### src/rtl/iomem_timer.sv
// Memory-mapped compare-match timer answering the picosoc iomem responder bus.
// One-cycle response latency; level interrupt raised on COUNT == COMPARE.
module iomem_timer #(
    parameter logic [31:0] BASE_ADDR  = 32'h0300_0000,
    parameter int          PRESCALE_W = 16
) (
    input  logic        CLK,
    input  logic        RST,
    input  logic        iomem_valid,
    output logic        iomem_ready,
    input  logic [3:0]  iomem_wstrb,
    input  logic [31:0] iomem_addr,
    input  logic [31:0] iomem_wdata,
    output logic [31:0] iomem_rdata,
    output logic        irq
);

    localparam logic [5:0] OFF_CTRL     = 6'd0;
    localparam logic [5:0] OFF_PRESCALE = 6'd1;
    localparam logic [5:0] OFF_COMPARE  = 6'd2;
    localparam logic [5:0] OFF_COUNT    = 6'd3;
    localparam logic [5:0] OFF_STATUS   = 6'd4;

    function automatic logic [31:0] byte_merge(input logic [31:0] old_v,
                                               input logic [31:0] new_v,
                                               input logic [3:0]  strb);
        logic [31:0] res;
        res = old_v;
        for (int i = 0; i < 4; i++) begin
            if (strb[i]) begin
                res[8*i +: 8] = new_v[8*i +: 8];
            end
        end
        return res;
    endfunction

    logic                  r_ready;
    logic [31:0]           r_rdata;
    logic                  r_irq;
    logic                  r_en;
    logic                  r_irq_en;
    logic                  r_oneshot;
    logic [PRESCALE_W-1:0] r_prescale;
    logic [PRESCALE_W-1:0] r_pcnt;
    logic [31:0]           r_compare;
    logic [31:0]           r_count;
    logic                  r_match;

    logic                  w_hit;
    logic                  w_accept;
    logic                  w_write;
    logic                  w_read;
    logic [5:0]            w_off;
    logic                  w_wr_ctrl;
    logic                  w_wr_prescale;
    logic                  w_wr_compare;
    logic                  w_wr_count;
    logic                  w_wr_status;
    logic                  w_tick;
    logic                  w_cmp_hit;
    logic [2:0]            w_ctrl_new;
    logic [PRESCALE_W-1:0] w_prescale_new;
    logic [31:0]           w_rd_mux;
    logic [PRESCALE_W-1:0] w_pcnt_nxt;
    logic [31:0]           w_count_nxt;
    logic                  w_en_nxt;
    logic                  w_match_nxt;
    logic                  w_unused_addr;

    assign w_hit         = iomem_valid && (iomem_addr[31:8] == BASE_ADDR[31:8]);
    // The ready pulse itself blocks re-acceptance of the still-held request.
    assign w_accept      = w_hit && !r_ready;
    assign w_write       = w_accept && (iomem_wstrb != 4'b0000);
    assign w_read        = w_accept && (iomem_wstrb == 4'b0000);
    assign w_off         = iomem_addr[7:2];
    assign w_unused_addr = ^iomem_addr[1:0];

    assign w_wr_ctrl     = w_write && (w_off == OFF_CTRL);
    assign w_wr_prescale = w_write && (w_off == OFF_PRESCALE);
    assign w_wr_compare  = w_write && (w_off == OFF_COMPARE);
    assign w_wr_count    = w_write && (w_off == OFF_COUNT);
    assign w_wr_status   = w_write && (w_off == OFF_STATUS);

    assign w_tick        = r_en && (r_pcnt == r_prescale);
    assign w_cmp_hit     = w_tick && (r_count == r_compare);
    assign w_ctrl_new    = iomem_wstrb[0] ? iomem_wdata[2:0] : {r_oneshot, r_irq_en, r_en};

    // Byte-strobed update of the narrow PRESCALE register
    always_comb begin
        w_prescale_new = r_prescale;
        for (int i = 0; i < PRESCALE_W; i++) begin
            if (iomem_wstrb[i/8]) begin
                w_prescale_new[i] = iomem_wdata[i];
            end else begin
                w_prescale_new[i] = r_prescale[i];
            end
        end
    end

    // Register read multiplexer; unmapped offsets read as zero
    always_comb begin
        w_rd_mux = 32'd0;
        case (w_off)
            OFF_CTRL:     w_rd_mux = {29'd0, r_oneshot, r_irq_en, r_en};
            OFF_PRESCALE: w_rd_mux = {{(32-PRESCALE_W){1'b0}}, r_prescale};
            OFF_COMPARE:  w_rd_mux = r_compare;
            OFF_COUNT:    w_rd_mux = r_count;
            OFF_STATUS:   w_rd_mux = {31'd0, r_match};
            default:      w_rd_mux = 32'd0;
        endcase
    end

    // Timer next state; CPU writes take priority over the counting engine
    always_comb begin
        w_pcnt_nxt  = r_pcnt;
        w_count_nxt = r_count;
        w_en_nxt    = r_en;
        w_match_nxt = r_match;

        if (w_wr_ctrl && !w_ctrl_new[0]) begin
            w_pcnt_nxt = {PRESCALE_W{1'b0}};
        end else if (w_wr_count || w_tick) begin
            w_pcnt_nxt = {PRESCALE_W{1'b0}};
        end else if (r_en) begin
            w_pcnt_nxt = r_pcnt + {{(PRESCALE_W-1){1'b0}}, 1'b1};
        end else begin
            w_pcnt_nxt = r_pcnt;
        end

        if (w_wr_count) begin
            w_count_nxt = byte_merge(r_count, iomem_wdata, iomem_wstrb);
        end else if (w_cmp_hit) begin
            w_count_nxt = 32'd0;
        end else if (w_tick) begin
            w_count_nxt = r_count + 32'd1;
        end else begin
            w_count_nxt = r_count;
        end

        if (w_wr_ctrl) begin
            w_en_nxt = w_ctrl_new[0];
        end else if (w_cmp_hit && r_oneshot) begin
            w_en_nxt = 1'b0;
        end else begin
            w_en_nxt = r_en;
        end

        // A fresh match outranks a simultaneous write-1-clear
        if (w_cmp_hit) begin
            w_match_nxt = 1'b1;
        end else if (w_wr_status && iomem_wstrb[0] && iomem_wdata[0]) begin
            w_match_nxt = 1'b0;
        end else begin
            w_match_nxt = r_match;
        end
    end

    // Configuration and timer state registers
    always_ff @(posedge CLK or negedge RST) begin
        if (!RST) begin
            r_en       <= 1'b0;
            r_irq_en   <= 1'b0;
            r_oneshot  <= 1'b0;
            r_prescale <= {PRESCALE_W{1'b0}};
            r_pcnt     <= {PRESCALE_W{1'b0}};
            r_compare  <= 32'hFFFF_FFFF;
            r_count    <= 32'd0;
            r_match    <= 1'b0;
        end else begin
            r_en      <= w_en_nxt;
            r_pcnt    <= w_pcnt_nxt;
            r_count   <= w_count_nxt;
            r_match   <= w_match_nxt;
            if (w_wr_ctrl) begin
                r_irq_en  <= w_ctrl_new[1];
                r_oneshot <= w_ctrl_new[2];
            end
            if (w_wr_prescale) begin
                r_prescale <= w_prescale_new;
            end
            if (w_wr_compare) begin
                r_compare <= byte_merge(r_compare, iomem_wdata, iomem_wstrb);
            end
        end
    end

    // Bus response and interrupt output registers
    always_ff @(posedge CLK or negedge RST) begin
        if (!RST) begin
            r_ready <= 1'b0;
            r_rdata <= 32'd0;
            r_irq   <= 1'b0;
        end else begin
            r_ready <= w_accept;
            r_rdata <= w_read ? w_rd_mux : 32'd0;
            r_irq   <= r_match & r_irq_en;
        end
    end

    assign iomem_ready = r_ready;
    assign iomem_rdata = r_rdata;
    assign irq         = r_irq;

endmodule
### config.mk
export PLATFORM = sky130hd
export DESIGN_NAME = iomem_timer
export DESIGN_NICKNAME = d
export VERILOG_FILES = /design/src/rtl/iomem_timer.sv
export SDC_FILE = /design/constraint.sdc
export NUM_CORES = 1
export LEC_CHECK = 0
export BUFFER_PORTS_ARGS = -buffer_cell sky130_fd_sc_hd__buf_2
export CAP_MARGIN = 20
export CORE_ASPECT_RATIO = 1.5
export CORE_MARGIN = 3
export CORE_UTILIZATION = 30
export CTS_CLUSTER_SIZE = 14
export DETAILED_ROUTE_END_ITERATION = 10
export PLACE_DENSITY = 0.49
export SLEW_MARGIN = 5
export SYNTH_ARGS = -nofsm -noshare
export SYNTH_HDL_FRONTEND = slang
export SYNTH_SLANG_ARGS = --single-unit
### constraint.sdc
create_clock -name CLK -period 6.8 [get_ports CLK]
set_input_delay 0.34 -clock CLK [delete_from_list [all_inputs] [get_ports CLK]]
set_output_delay 0.34 -clock CLK [all_outputs]
set_load 0.1 [all_outputs]
# Word-level counts from Yosys, hierarchy flattened
# Index checks and enable logic that the tools add are counted.
# Widths: inputs -> output; s select.
[word_totals]
out_inout_bits = 34
ff_bits = 134
in_bits = 71
[op_classes]
n_bitwise = 1
addsub = 2
n_reduce_logical = 36
eq_ne = 11
mux = 17
[ops]
columns = ["op", "count"]
rows = [
  ["$pmux 32 s5", 1],
  ["$mux 32", 4],
  ["$mux 16", 3],
  ["$add 32x1->32 const B", 1],
  ["$eq 32x32->1", 1],
  ["$mux 8", 4],
  ["$eq 24x18->1 const B", 1],
  ["$reduce_and 2->1", 11],
  ["$add 16x1->16 const B", 1],
  ["$eq 16x16->1", 1],
  ["$logic_and 1x1->1", 15],
  ["$eq 6x2->1 const B", 2],
  ["$ne 2x2->1 const B", 4],
  ["$eq 6x1->1 const B", 1],
  ["$eq 6x3->1 const B", 1],
  ["$logic_not 6->1", 1],
  ["$reduce_bool 3->1", 2],
  ["$mux 1", 5],
  ["$logic_not 4->1", 1],
  ["$reduce_bool 2->1", 2],
  ["$reduce_bool 4->1", 1],
  ["$logic_not 1->1", 2],
  ["$and 1x1->1", 1],
  ["$logic_or 1x1->1", 1],
]

# Longest topological paths before layout
[logic_depth]
ltp_word = 9
mapped_depth = 10
ltp_nobuf = 8

# Worst setup path before layout
# No wires, ideal clock.
[synth_timing]
path_kind = "flip-flop to flip-flop"
start = "register r_ready (netlist: iomem_ready)"
end = "register r_count[14]"
required_time_ps = 6657
slack_ps = 3949
path_buffers = 2
arrival_ps = 2709
period_less_slack_ps = 2851
stages_incl_launch_ff = 10
path_cell_list = "dfrtp_1 nor4_1 nand4_1 nor4_1 or3_1 buf_2 clkbuf_1 nor2_1 nor3_1 a211oi_1"
[synth_via]
elab_chain_len = 6
word_cells_on_any_way = 8
[synth_lines]
columns = ["item", "line_no", "source"]
rows = [
  ["from (decl)", "37", "logic r_ready;"],
  ["from (signal assigned)", "194", "r_ready <= w_accept;"],
  ["$logic_not 1->1 *", "72", "assign w_accept = w_hit && !r_ready;"],
  ["$logic_and 1x1->1 *", "72", ""],
  ["$logic_and 1x1->1 *", "73", "assign w_write = w_accept && (iomem_wstrb != 4'b0000);"],
  ["$logic_and 1x1->1 *", "81", "assign w_wr_count = w_write && (w_off == OFF_COUNT);"],
  ["$ne 2x2->1 (no source line) or $reduce_bool 3->1 (tied branches)", "-", ""],
  ["$reduce_and 2->1 (no source line)", "-", ""],
  ["to (signal assigned)", "172", "r_count <= w_count_nxt;"],
  ["to (decl)", "46", "logic [31:0] r_count;"],
]
# Every way passes the cells marked *; elsewhere a longest branch is shown, timed or not.
# A chain may end at the register's enable or synchronous reset.

# Final worst setup path
[layout_timing]
start = "register r_pcnt[5]"
end = "register r_count[29]"
[layout_via]
elab_chain_len = 5
word_cells_on_any_way = 7
[layout_lines]
columns = ["item", "line_no", "source"]
rows = [
  ["from (decl)", "44", "logic [PRESCALE_W-1:0] r_pcnt;"],
  ["from (signal assigned)", "165", "r_pcnt <= {PRESCALE_W{1'b0}};"],
  ["from (signal assigned)", "171", "r_pcnt <= w_pcnt_nxt;"],
  ["$eq 16x16->1 *", "84", "assign w_tick = r_en && (r_pcnt == r_prescale);"],
  ["$logic_and 1x1->1 *", "84", ""],
  ["$logic_and 1x1->1", "85", "assign w_cmp_hit = w_tick && (r_count == r_compare);"],
  ["$reduce_bool 3->1 (no source line) or $mux 32 (tied branches)", "-", ""],
  ["$reduce_and 2->1 (no source line) or $mux 32 (tied branches)", "-", ""],
]
# Marks and branches as above.

==> results.toml <==
[run_status]
status = "completed"

[timing]
tns_ns = 0
drv_slew = 0
rsz0062_at_grt = "no"
holdWs_ns = 0.163
setup_viol_count_final = 0
hold_violations = 0
period_needed_ns = 3.44
setup_slack_ns = 3.36
skew_ns = 0.0100
timing.slew.headroom_pct = 29.7
worst_slew_pin_slew_ns = 1.05
period_share_pct = 50.6
max_freq_ghz = 0.291

[route]
drt_iter0_drc = 404
viasPerCell = 5.17
drc = 0
wl_um = 22400
avgRoutedWirePerCell_um = 19.6
num_vias = 5909
postRouteAntennaNets = 0
drt_pass1_iterations = 5

[floorplanning]
fp.dieW_um = 132
io_pins = 105
core_area_sq_mm = 0.0233
row_count = 68
die_h_um = 196
start_util_pct = 30.8
die_area_sq_mm = 0.0259

[global_route]
grt_max_degree = 77
grt_pass1_vias = 6162
antenna_found_initial = 0
grtUsageTotal_pct = 17.5
grt_pass1_wl_um = 35200
overflow = 0

[clock_tree]
cts_tree = "done"
clk_latency_ns = 0.42
cts_buffers = 17
h-tree-depth = 4
cts_resized = 0
clkSinkCount = 134
clock_tree.root_cell = "clkbuf_16"
clk_path_buf_depth = 2
clkSlewWorstSetupHoldPaths_ns = 0.06

[finish]
final_area_sq_mm = 0.00869
nFillCells = 2426
diodes = 0
layout-drive-gt1-share_pct = 30.4
final_cells = 1142
nets = 887
mostFrequentLayoutCell = "dfrtp_1"
fin_util_pct = 37.3
area_growth_pct = 20.9
layout_common_cells = "102 x dfrtp_1, 101 x buf_2, 85 x nor2_1, 61 x nand2_1, 61 x mux2_2"
seq_area_sq_mm = 0.00339
multiInputGateArea_sq_mm = 0.00361

[power_and_ir_drop]
leakage_nw = 3.95
power_mw = 1.87
p_per_area_mw_per_mm2 = 216
ir_worst_vdd_mv = 0.171

[placement]
port_buffers = 102
placed_cells = 1109
place_congestion = 0.883
dpl_cell_area_sq_mm = 0.00803
place_ws_ns = 3.37
dp_hpwl_um = 16500

[setup_path]
startpoint_type = "flop"
cp_max_fo = 16
setup.worst_path.end_class = "flop"
path_class = "flop to flop"
path_delay_family = "simple AND/OR/NAND/NOR gates"
cp_data_arrival_time_ns = 3.76
max_stage_delay_ns = 0.87
path_cells = "xor2_1 > or4_1 > or4_4 > or4_1 > nand2_1 > o21ai_0 > a21o_1"
crit_slowest_cell = "or4_1"
required_ns = 7.12
crit_buf_inv = 0
crit_path_frequent_cell = "or4_1"

[logic_synthesis]
syn-num-nets = 792
yosysSeqAreaShare_pct = 47.2
ys.flop_type = "dfrtp_1"
async_flop_share_pct = 100
synth_seq_cells = 134
ys_warn_count = 0
syn_area_sq_mm = 0.00719
synth_edf_count = 0
syn-instance-count = 719
yosysUniqueCellTypes = 61
syn_area_per_cell_sq_um = 10.0

[flow_run]
cap_violations = 0

[worst_hold_path]
hold_class = "input pin to flop"
## cells by family (layout without fill, tap and decap cells)
kind of cell | after synthesis | after routing | synth area share, %
flops | 134 | 134 | 47.2
simple gates | 305 | 305 | 21.3
mux | 66 | 66 | 10.6
xor+xnor | 63 | 63 | 7.68
buf+inv | 44 | 152 | 2.49
compound gates | 105 | 105 | 10.3
fa+ha+maj | 2 | 2 | 0.348
## area by class of cell
cell class                 count  share of cell area (%)
clock inverter                11                    1.96
inverter                       5                   0.216
tap                          315                    4.54
multi-input combinational    541                    41.6
clock buffer                  21                    5.53
sequential                   134                    39.1
timing repair buffer         115                    7.10
## layer usage
metal	track usage, %	routed length [um]	vias to the layer above
li1	-	-	2799
met1	20.2	9220	2948
met2	31.7	11800	126
met3	3.20	654	36
met4	7.05	709	0
met5	0	0	-
## worst paths after layout
path | startpoint | end | slack [ns] | cells after the start
worst max-delay path | r_pcnt[5]$_DFFE_PN0P_ | r_count[29]$_DFFE_PN0P_ | 3.36 | 7
worst min register to register | r_compare[22]$_DFFE_PN1P_ | r_compare[22]$_DFFE_PN1P_ | 0.50 | 2
worst max register to register | r_pcnt[5]$_DFFE_PN0P_ | r_count[29]$_DFFE_PN0P_ | 3.36 | 7
worst min-delay path | iomem_wdata[20] | r_count[20]$_DFFE_PN0P_ | 0.16 | 2
max in group asynchronous | RST | r_pcnt[1]$_DFFE_PN0P_ | 4.99 | 3
min in group asynchronous | RST | iomem_rdata[27]$_DFF_PN0_ | 0.50 | 2
## sequential cells by signal (all words and copies together) (netlist names)
| register | count |
|---|---|
| iomem_rdata | 32 |
| r_compare | 32 |
| r_count | 32 |
| r_pcnt | 16 |
| r_prescale | 16 |
| iomem_ready | 1 |
| irq | 1 |
| r_en | 1 |
| r_irq_en | 1 |
| r_match | 1 |
| r_oneshot | 1 |
## report_power, final
| group | leakage [nW] | internal (mW) | switching, mW |
|---|---|---|---|
| registers | 1.68 | 0.799 | 0.0000126 |
| clock network | 0.312 | 0.653 | 0.357 |
| logic | 1.95 | 0.0229 | 0.0432 |
| total | 3.95 | 1.47 | 0.401 |
## repair_timing
item                                   in CTS  in global routing
buffers inserted                            0                  0
hold buffers                                1                  0
endpoints found under the hold margin      56                  0
## worst reg2reg max path: stages, from the launching register on
cell,delay [ns]
dfrtp_1,0.44
xor2_1,0.20
or4_1,0.55
or4_4,0.57
or4_1,0.87
nand2_1,0.41
o21ai_0,0.15
a21o_1,0.16
## synth_stat cells (3+ instances only)
cell	count	share of area (%)
nand2_1	61	3.2
nor4_1	18	1.6
dfstp_2	32	12
a22oi_1	33	3.4
buf_1	4	0.21
a21o_1	3	0.31
o21ai_1	3	0.21
and3_1	24	2.1
a21oi_1	13	0.91
mux2i_1	3	0.42
nand4_1	15	1.3
nand3b_1	3	0.31
xnor2_1	12	1.5
mux2_2	61	9.6
nand2b_1	3	0.26
and2_1	4	0.35
dfrtp_1	102	36
or4_1	6	0.63
o311ai_0	5	0.61
inv_1	5	0.26
clkbuf_1	29	1.5
nor2_1	85	4.4
nor2b_1	3	0.26
o21ai_0	19	1.3
or3_1	8	0.70
buf_2	3	0.21
o31ai_1	6	0.63
nor3_1	17	1.2
xor2_1	51	6.2
a221o_1	5	0.70
nand3_1	41	2.9
a211oi_1	4	0.42
Power figures use the tool's default switching activity.
